[src/rtl/imm_gen_pipe.sv]
// Pipelined RV32I/RV64I immediate generator with a valid/ready skid buffer.
// Optional macro IMM_GEN_CSR_EN enables CSR immediate decode (fmt ZIMM).
module imm_gen_pipe #(
    parameter int XLEN  = 32,
    parameter int DEPTH = 2
) (
    input  logic            clock,
    input  logic            reset,
    input  logic            flush,
    input  logic            in_valid,
    output logic            in_ready,
    input  logic [31:0]     in_instr,
    output logic            out_valid,
    input  logic            out_ready,
    output logic [XLEN-1:0] out_imm,
    output logic [2:0]      out_fmt,
    output logic            out_illegal
);

    typedef enum logic [2:0] {
        FMT_I     = 3'd0,
        FMT_S     = 3'd1,
        FMT_B     = 3'd2,
        FMT_U     = 3'd3,
        FMT_J     = 3'd4,
        FMT_SHAMT = 3'd5,
        FMT_ZIMM  = 3'd6,
        FMT_NONE  = 3'd7
    } fmt_e;

    typedef struct packed {
        logic [XLEN-1:0] imm;
        logic [2:0]      fmt;
        logic            illegal;
    } entry_t;

    localparam bit RV64 = (XLEN == 64);

    logic [6:0]  opcode;
    logic [2:0]  funct3;
    logic        is_shift;
    logic [63:0] imm_i, imm_s, imm_b, imm_u, imm_j, shamt5, shamt6, zimm;
    logic [63:0] dec_imm;
    fmt_e        dec_fmt;
    logic        dec_ill;
    entry_t      dec;

    assign opcode   = in_instr[6:0];
    assign funct3   = in_instr[14:12];
    assign is_shift = (funct3 == 3'b001) || (funct3 == 3'b101);

    // All formats are built at 64 bits and truncated, avoiding zero-width replications at XLEN=32.
    assign imm_i  = {{52{in_instr[31]}}, in_instr[31:20]};
    assign imm_s  = {{52{in_instr[31]}}, in_instr[31:25], in_instr[11:7]};
    assign imm_b  = {{51{in_instr[31]}}, in_instr[31], in_instr[7], in_instr[30:25],
                     in_instr[11:8], 1'b0};
    assign imm_u  = {{32{in_instr[31]}}, in_instr[31:12], 12'b0};
    assign imm_j  = {{43{in_instr[31]}}, in_instr[31], in_instr[19:12], in_instr[20],
                     in_instr[30:21], 1'b0};
    assign shamt5 = {59'b0, in_instr[24:20]};
    assign shamt6 = {58'b0, in_instr[25:20]};
    assign zimm   = {59'b0, in_instr[19:15]};

    always_comb begin
        dec_imm = '0;
        dec_fmt = FMT_NONE;
        dec_ill = 1'b1;
        case (opcode)
            7'b0000011, 7'b1100111: begin
                dec_imm = imm_i; dec_fmt = FMT_I; dec_ill = 1'b0;
            end
            7'b0010011: begin
                dec_ill = 1'b0;
                if (is_shift) begin
                    dec_imm = RV64 ? shamt6 : shamt5;
                    dec_fmt = FMT_SHAMT;
                end else begin
                    dec_imm = imm_i; dec_fmt = FMT_I;
                end
            end
            7'b0011011: begin
                if (RV64) begin
                    dec_ill = 1'b0;
                    if (is_shift) begin
                        dec_imm = shamt5; dec_fmt = FMT_SHAMT;
                    end else begin
                        dec_imm = imm_i; dec_fmt = FMT_I;
                    end
                end
            end
            7'b0100011: begin
                dec_imm = imm_s; dec_fmt = FMT_S; dec_ill = 1'b0;
            end
            7'b1100011: begin
                dec_imm = imm_b; dec_fmt = FMT_B; dec_ill = 1'b0;
            end
            7'b0110111, 7'b0010111: begin
                dec_imm = imm_u; dec_fmt = FMT_U; dec_ill = 1'b0;
            end
            7'b1101111: begin
                dec_imm = imm_j; dec_fmt = FMT_J; dec_ill = 1'b0;
            end
            7'b0110011: dec_ill = 1'b0;
            7'b0111011: dec_ill = !RV64;
`ifdef IMM_GEN_CSR_EN
            7'b1110011: begin
                dec_ill = 1'b0;
                if (funct3[2]) begin
                    dec_imm = zimm; dec_fmt = FMT_ZIMM;
                end else begin
                    dec_imm = imm_i; dec_fmt = FMT_I;
                end
            end
`endif
            default: ;
        endcase
    end

    assign dec = '{imm: dec_imm[XLEN-1:0], fmt: dec_fmt, illegal: dec_ill};

    // Circular skid buffer; 1-bit pointers suffice for DEPTH of 1 or 2.
    entry_t     mem [DEPTH];
    logic       rd_ptr, wr_ptr;
    logic [1:0] count;
    logic       push, pop;
    entry_t     head;

    function automatic logic ptr_next(input logic p);
        return (DEPTH == 1) ? 1'b0 : ~p;
    endfunction

    always_comb begin
        if (DEPTH == 1) in_ready = (count == 2'd0) || out_ready;
        else            in_ready = (count < 2'(DEPTH));
    end

    assign out_valid = (count != 2'd0);
    assign push      = in_valid && in_ready && !reset && !flush;
    assign pop       = out_valid && out_ready;

    always_ff @(posedge clock) begin
        if (reset || flush) begin
            count  <= 2'd0;
            rd_ptr <= 1'b0;
            wr_ptr <= 1'b0;
        end else begin
            if (push) wr_ptr <= ptr_next(wr_ptr);
            if (pop)  rd_ptr <= ptr_next(rd_ptr);
            count <= count + 2'(push) - 2'(pop);
        end
    end

    always_ff @(posedge clock) begin
        if (push) mem[wr_ptr] <= dec;
    end

    // Storage is not reset, so outputs are forced to idle values while empty.
    assign head        = mem[rd_ptr];
    assign out_imm     = out_valid ? head.imm     : '0;
    assign out_fmt     = out_valid ? head.fmt     : FMT_NONE;
    assign out_illegal = out_valid ? head.illegal : 1'b0;

endmodule
[config.mk]
export PLATFORM = sky130hd
export DESIGN_NAME = imm_gen_pipe
export DESIGN_NICKNAME = d
export VERILOG_FILES = /design/src/rtl/imm_gen_pipe.sv
export SDC_FILE = /design/constraint.sdc
export NUM_CORES = 1
export LEC_CHECK = 0
export CAP_MARGIN = 40
export CORE_MARGIN = 3
export CORE_UTILIZATION = 55
export DETAILED_ROUTE_END_ITERATION = 6
export PLACE_DENSITY = 0.84
export SKIP_LAST_GASP = 1
export SYNTH_ARGS = -nofsm -noshare
export SYNTH_HDL_FRONTEND = slang
export SYNTH_SLANG_ARGS = --single-unit
export TNS_END_PERCENT = 30
[constraint.sdc]
create_clock -name clock -period 6.26 [get_ports clock]
set_input_delay 0.626 -clock clock [delete_from_list [all_inputs] [get_ports clock]]
set_output_delay 0.626 -clock clock [all_outputs]
set_load 0.01 [all_outputs]
==> impl_metrics.json, run 1 <==
{
  "synth_seq_cells": 77,
  "p_comb_share_pct": 7.7,
  "post_drt_wl_per_cell_um": 17.9,
  "reg2reg_from": "count[1]",
  "switchingPower_uw": 215,
  "drt_wl_total_um": 7550,
  "synth_top_area_share_pct": 61.3,
  "io_buffers": 74,
  "p_int_uw": 807,
  "cts_setup_buffers": 0,
  "drive_gt1_share_pct": 11.8,
  "hold_viol": 0,
  "r2r_end": "count[1]",
  "max-slew-margin-rel_pct": 51.0,
  "max-vdd-ir-drop_mv": 0.169,
  "regToRegSetupSlack_ps": 3830,
  "finalMaxSlewViolations": 0,
  "final-setup-viol-count": 0,
  "diodes": 0,
  "fp.dieH_um": 86.1,
  "tightest_slew_ps": 734,
  "syn_area_per_cell_um2": 13.4,
  "clkTransAtPathRegs_ps": 70,
  "arrival_ps": 2180,
  "final.setup.tns_ps": 0,
  "ys_top_cells_by_area": "edfxtp_1 61%, mux2i_1 10%, nor2_1 4.2%",
  "crit_required_ps": 5630,
  "synth_nets": 303,
  "nFillCells": 405,
  "synth_commonest_cells": "72 x edfxtp_1, 39 x nor2_1, 36 x mux2i_1, 12 x nand2_1, 11 x a21o_2",
  "area_delta_synth_final_pct": 30.4,
  "cp_max_fo": 20,
  "sw_frac_of_total_pct": 21.1,
  "pwr-share-clk_pct": 37.0,
  "layout.nets": 380,
  "period_needed_ps": 2800,
  "drt_iter0_markers": 139,
  "synthFlopType": "edfxtp_1",
  "power.leakage_uw": 0.00159,
  "cts_root_buf": "clkbuf_8",
  "max_freq_ghz": 0.357,
  "crit_path_end_kind": "output pin",
  "cap_violations": 0,
  "ctsLongestPathBuffers": 2,
  "reg2reg_depth": 9,
  "grt_usage_pct": 21.5,
  "firstDrtPassIters": 5,
  "dp_hpwl_um": 5330,
  "drtAntennaViolNets": 0,
  "ios": 75,
  "multi_input_area_um2": 1180,
  "numCtsBuffers": 9,
  "seq_area_frac_synth_pct": 64.1,
  "power-per-cell-area_nw_per_um2": 222,
  "hold_start": "rd_ptr",
  "cts_hold_buf": 0,
  "async_reset_ff_share_pct": 0,
  "path_class": "reg2out",
  "vias": 2390,
  "post_drt_via_cell_ratio": 5.68,
  "grt_pass1_wl_um": 12000,
  "synth_area_leader_cell": "edfxtp_1",
  "period_share_pct": 44.8,
  "grt_start_max_net_pins": 29,
  "cts.sinks": 77,
  "synth.most_common_cell": "edfxtp_1",
  "die_x_um": 86.1,
  "start_util_pct": 58.2,
  "drc_errors": 0,
  "syn_inst": 264,
  "syn_area_um2": 3530,
  "die_area_um2": 7410,
  "cts_resized": 0,
  "status": "complete, no violations",
  "cp-start-kind": "flop",
  "core_um2": 6060,
  "rsz0062_at_grt": "false",
  "hold_depth": 2,
  "synth_cell_types": 40,
  "fin_skew_ps": 12.4,
  "num_rows": 28,
  "synth_edf_count": 72,
  "seqPwrFrac_pct": 55.3,
  "h-tree-depth": 3,
  "grt_pass1_vias": 2423,
  "ys_warn_count": 0,
  "cts_tree": "built",
  "final_util_pct": 75.9,
  "gp_congestion": 0.868,
  "holdCritPathClass": "reg2reg",
  "grt.overflow.total": 0,
  "seqCellArea_um2": 2260,
  "antenna_found_initial": 0,
  "clk_latency_ps": 350
}
-- per-stage QoR --
stage               cell area (µm²)  cells  setup WS (ps)  total power [µW]  hold slack, ps
floorplan                      3530    264           3390               611             518
global placement               4310    401           3490               651             534
detailed placement             4390    405           3520               655             533
CTS                            4600    421           3380              1030             543
global route                   4600    421           3280              1060             571
finish                         4600    421           3460              1020             542
-- area by class of cell --
cell class | instances | area share [%]
Sequential cell | 77 | 49.2
Multi-Input combinational cell | 167 | 25.6
Timing Repair Buffer | 79 | 18.1
Clock buffer | 14 | 4.24
Tap cell | 75 | 2.04
Inverter | 7 | 0.571
Clock inverter | 2 | 0.272
-- power by group through the flow --
stage / clock network, µW / registers [µW] / logic, µW
after floorplan: 0 / 577 / 34.8
after global placement: 0 / 578 / 72.7
after detailed placement: 0 / 577 / 77.9
after CTS: 381 / 565 / 78.7
after global routing: 405 / 566 / 85.1
final: 379 / 565 / 78.5
-- worst max-delay path by stage --
stage / startpoint / to / slack, ps / cells past startpoint
final: count[1] / out_imm[28] / 3460 / 4
after global routing: count[1] / out_imm[4] / 3280 / 4
after CTS: count[1] / out_imm[28] / 3380 / 4
after detailed placement: reset / count[1] / 3520 / 9
after global placement: reset / mem[1][19] / 3490 / 4
after floorplan: reset / mem[0][0] / 3390 / 3
-- kinds of logic (layout without fill, tap and decap cells) --
family | Yosys count | in the layout | synth area share, %
DFF | 77 | 77 | 64.1
adders and majority gates | 2 | 2 | 0.709
buffers and inverters | 20 | 102 | 2.87
AOI/OAI and AO/OA | 38 | 38 | 8.51
muxes | 36 | 36 | 10.2
and+or+nand+nor | 87 | 87 | 12.6
xor gates and xnor gates | 4 | 4 | 0.993
-- layer usage --
metal	global-route usage, %	wire [µm]	vias up	part of all wire (%)
met5	0	0	-	0
met4	7.77	141	0	1.9
met3	5.76	525	13	7.0
met2	36.3	3840	107	51
met1	26.7	3040	1138	40
li1	-	-	1132	-
-- worst max-delay path, cell delays in order (launching register included) --
cell	delay (ps)
dfxtp_1	330
nor2_2	580
buf_4	350
nor2_1	80
clkdlybuf4s50_1	490
-- state kept, by name, summed over array words and instances (netlist names), named ones only --
name	cells
rd_ptr	1
mem	72
wr_ptr	1
count	2
-- cell usage in the layout (no fill, tap or decap), types with 3 or more instances in the layout --
master,netlist,layout
a21o_1,9,9
a21o_2,11,11
a21oi_1,3,3
a22o_1,4,4
and2_1,10,10
clkbuf_8,0,10
clkdlybuf4s50_1,0,74
dfxtp_1,5,4
edfxtp_1,72,72
inv_1,7,7
mux2i_1,36,36
nand2_1,12,12
nand3_1,4,4
nor2_1,39,37
nor3_1,5,5
o21ai_0,3,3
xnor2_1,4,4
No activity file was read; power rests on OpenSTA's default activity.
==> run 2: changes to the inputs <==
- CORE_UTILIZATION: 55 -> 46
- PLACE_DENSITY: 0.84 -> 0.75
- clock period: 6.26 -> 2.3 ns (I/O delays scaled with it)
==> impl_metrics.json, run 2 (same netlist as run 1, synthesis figures left out) <==
{
  "status": "complete, no violations",
  "dpl_cell_area_um2": 4450,
  "clk_latency_ps": 340,
  "p_int_uw": 2140,
  "cts_root_buf": "clkbuf_8",
  "crit_required_ps": 2070,
  "grt_usage_pct": 17.3,
  "hold_depth": 2,
  "nFillCells": 568,
  "top_register": "mem",
  "max_freq_ghz": 0.494,
  "multi_input_area_um2": 1180,
  "vias": 2355,
  "arrival_ps": 1790,
  "post-place-ws_ps": 115,
  "final.setup.worst_slack_ps": 277,
  "grt_pass1_wl_um": 11300,
  "diodes": 0,
  "die_area_um2": 8750,
  "gp_congestion": 0.878,
  "mostFrequentLayoutCells": "74 x clkdlybuf4s50_1, 72 x edfxtp_1, 37 x nor2_1",
  "io_buffers": 74,
  "tightest_slew_ps": 848,
  "final_cells": 450,
  "clkTransAtPathRegs_ps": 70,
  "rsz0062_at_grt": "false",
  "cp_slowest_cell": "clkdlybuf4s50_1",
  "core_um2": 7330,
  "cts_tree": "built",
  "power.leakage_uw": 0.00159,
  "top_regs": "mem (72), count (2)",
  "start_util_pct": 48.1,
  "pwr-share-clk_pct": 35.2,
  "cp_num_buf_inv": 2,
  "r2r_end": "count[1]",
  "grt_pass1_vias": 2330,
  "reg2reg_depth": 9,
  "cp_cell_sequence": "buf_12 > mux2i_1 > nor2_1 > clkdlybuf4s50_1",
  "fp.dieH_um": 93.6,
  "final_area_um2": 4630,
  "seqCellArea_um2": 2260,
  "crit_path_end_kind": "output pin",
  "area_delta_synth_final_pct": 31.2,
  "max-slew-margin-rel_pct": 43.3,
  "numCtsBuffers": 9,
  "grt.overflow.total": 0,
  "ctsLongestPathBuffers": 2,
  "drtAntennaViolNets": 0,
  "seqPwrFrac_pct": 56.8,
  "sw_frac_of_total_pct": 21.1,
  "final_util_pct": 63.1,
  "hold_start": "flush",
  "cts_setup_buffers": 0,
  "cap_violations": 0,
  "h-tree-depth": 3,
  "fin_skew_ps": 5.44,
  "path_delay_family": "buffers and inverters",
  "final_common_cell": "clkdlybuf4s50_1",
  "die_x_um": 93.6,
  "hold_viol": 0,
  "period_share_pct": 87.9,
  "drt_wl_total_um": 7170,
  "drc_errors": 0,
  "cp_max_fo": 36,
  "drt_iter0_markers": 116,
  "path_class": "reg2out",
  "ios": 75,
  "final-setup-viol-count": 0,
  "crit_path_max_incr_delay_ps": 480,
  "finalMaxSlewViolations": 0,
  "cp-start-kind": "flop",
  "cts_resized": 0,
  "firstDrtPassIters": 4,
  "max-vdd-ir-drop_mv": 0.403,
  "antenna_found_initial": 0,
  "place_inst": 434,
  "post_drt_via_cell_ratio": 5.23,
  "post_drt_wl_per_cell_um": 15.9,
  "grt_start_max_net_pins": 37,
  "power-per-cell-area_nw_per_um2": 585,
  "period_needed_ps": 2020,
  "p_comb_share_pct": 8.0,
  "switchingPower_uw": 571,
  "holdCritPathClass": "in2reg",
  "layout.nets": 385,
  "regToRegSetupSlack_ps": 530,
  "num_rows": 31,
  "cts_hold_buf": 0,
  "dp_hpwl_um": 4890,
  "largest_reg_flops": 72,
  "drive_gt1_share_pct": 12.5,
  "reg2reg_from": "count[1]",
  "cts.sinks": 77
}
run 2: area by class of cell:
type	count	area share, %
timing repair buffer	84	18.4
sequential	77	48.9
multi-input combinational	167	25.5
tap	99	2.68
clock inverter	6	1.16
inverter	7	0.568
clock buffer	10	2.76
run 2: power by group through the flow:
stage	Combinational [µW]	Sequential [µW]	Clock (µW)
finish	218	1540	952
global route	238	1540	1030
CTS	220	1540	976
detailed placement	219	1570	0
global placement	215	1570	0
floorplan	94.8	1570	0
run 2: stage by stage:
step                      TNS [ps]  hold WS, ps  total power [µW]
after floorplan             -19930          307              1660
after global placement           0          530              1780
after detailed placement         0          526              1790
after CTS                        0          512              2730
after global routing             0          552              2810
final                            0          530              2710
run 2: worst max-delay path by stage:
stage / startpoint / end / slack (ps) / cells after the start
5_1_grt: flop / out_imm[20] / 190 / 4
3_3_place_gp: in_instr[3] / mem[1][30] / 160 / 5
4_1_cts: flop / out_fmt[0] / 230 / 4
2_1_floorplan: count[1] / mem[0][0] / -280 / 3
3_5_place_dp: in_instr[3] / mem[0][30] / 110 / 5
6_report: flop / out_imm[3] / 280 / 4
run 2: layer usage:
layer	up-vias	share of wire, %	GRT usage [%]
met4	0	2.0	8.78
met1	1133	42	21.2
li1	1136	-	-
met2	76	51	29.5
met3	10	5.0	2.90
met5	-	0	0
==> run 3: changes to the inputs <==
- CORE_UTILIZATION: 46 -> 40
- PLACE_DENSITY: 0.75 -> 0.67
==> impl_metrics.json, run 3 (same netlist as run 1, synthesis figures left out) <==
{
  "status": "complete, no violations",
  "post_drt_via_cell_ratio": 5.11,
  "power.leakage_uw": 0.00161,
  "numCtsBuffers": 9,
  "drt_iter0_markers": 95,
  "core_um2": 8380,
  "max-vdd-ir-drop_mv": 0.336,
  "drt_wl_total_um": 6890,
  "tightest_slew_ps": 608,
  "path_class": "reg2out",
  "final-setup-viol-count": 0,
  "cp_max_fo": 30,
  "h-tree-depth": 3,
  "grt_pass1_wl_um": 11200,
  "period_share_pct": 92.4,
  "cts_tree": "built",
  "grt_pass1_vias": 2334,
  "crit_required_ps": 2070,
  "io_buffers": 74,
  "crit_path_end_kind": "output pin",
  "cts_hold_buf": 0,
  "drc_errors": 0,
  "vias": 2335,
  "cp-start-kind": "flop",
  "grt_usage_pct": 14.3,
  "drive_gt1_share_pct": 13.9,
  "fp.dieH_um": 99.9,
  "cap_violations": 0,
  "clk_latency_ps": 340,
  "antenna_found_initial": 0,
  "largest_reg_flops": 72,
  "gp_congestion": 0.900,
  "final_common_cell": "clkdlybuf4s50_1",
  "diodes": 0,
  "max_freq_ghz": 0.470,
  "final_cells": 457,
  "die_area_um2": 9980,
  "multi_input_area_um2": 1180,
  "arrival_ps": 1900,
  "cts.sinks": 77,
  "fin_skew_ps": 11.5,
  "finalMaxSlewViolations": 0,
  "grt_start_max_net_pins": 37,
  "ctsLongestPathBuffers": 2,
  "cts_setup_buffers": 0,
  "place_inst": 441,
  "top_regs": "mem (72), count (2)",
  "post_drt_wl_per_cell_um": 15.1,
  "firstDrtPassIters": 4,
  "area_delta_synth_final_pct": 32.2,
  "clkTransAtPathRegs_ps": 90,
  "seqCellArea_um2": 2260,
  "layout.nets": 386,
  "cts_resized": 0,
  "drtAntennaViolNets": 0,
  "final_util_pct": 55.7,
  "rsz0062_at_grt": "false",
  "dp_hpwl_um": 4760,
  "power-per-cell-area_nw_per_um2": 596,
  "ios": 75,
  "period_needed_ps": 2130,
  "start_util_pct": 42.1,
  "cts_root_buf": "clkbuf_8",
  "die_x_um": 99.9,
  "num_rows": 33,
  "hold_viol": 0,
  "mostFrequentLayoutCells": "74 x clkdlybuf4s50_1, 72 x edfxtp_1, 37 x nor2_1",
  "grt.overflow.total": 0,
  "holdCritPathClass": "in2reg",
  "max-slew-margin-rel_pct": 59.5,
  "nFillCells": 698,
  "top_register": "mem"
}
==> run 3: cell count changes in the layout (fill, tap and decap cells not counted) <==
cell      delta
clkinv_1     -3
inv_8        +1
buf_4        +1
inv_6        +3
clkbuf_1     -1
==> run 3: stage by stage <==
stage                     setup TNS (ps)  power (µW)  worst slack, ps  cell area (µm²)  hold slack, ps
final                                  0        2780              174             4660             532
after global routing                   0        2890             26.5             4660             540
after CTS                              0        2820              121             4660             518
after detailed placement               0        1790              209             4460             555
after global placement                 0        1780              206             4450             527
after floorplan                   -19930        1660             -277             3530             307
==> run 3: path summary, 6_finish.rpt <==
kind / start / slack [ps] / end / cells past startpoint
max: count[1] / 170 / out_imm[24] / 4
min: flush / 530 / flop / 2
max reg2reg: count[1] / 460 / count[1] / 9
min reg2reg: rd_ptr / 560 / flop / 2
==> run 3: report_power, final <==
group	switching, µW	leakage, µW	total [µW]	internal [µW]
logic	101	0.000797	216	114
clock network	510	0.000103	1030	518
registers	3.61	0.000714	1540	1530
==> run 3: final cells by class <==
type,instances,area share [%]
sequential,77,48.5
timing repair buffer,85,18.5
multi-input combinational,167,25.3
clock inverter,7,1.72
tap,105,2.82
inverter,7,0.563
clock buffer,9,2.66
==> run 3: worst max-delay path: stages, from the launching register on <==
cell             delay, ps
dfxtp_1                330
nor2_2                 220
buf_4                  380
nor2_1                 130
clkdlybuf4s50_1        490
==> run 3: per-layer routing <==
metal | track usage (%) | wire [µm] | vias to the layer above
met4 | 5.04 | 95 | 0
met1 | 19.1 | 3020 | 1090
met2 | 23.0 | 3230 | 95
met5 | 0 | 0 | -
met3 | 3.27 | 549 | 11
li1 | - | - | 1139
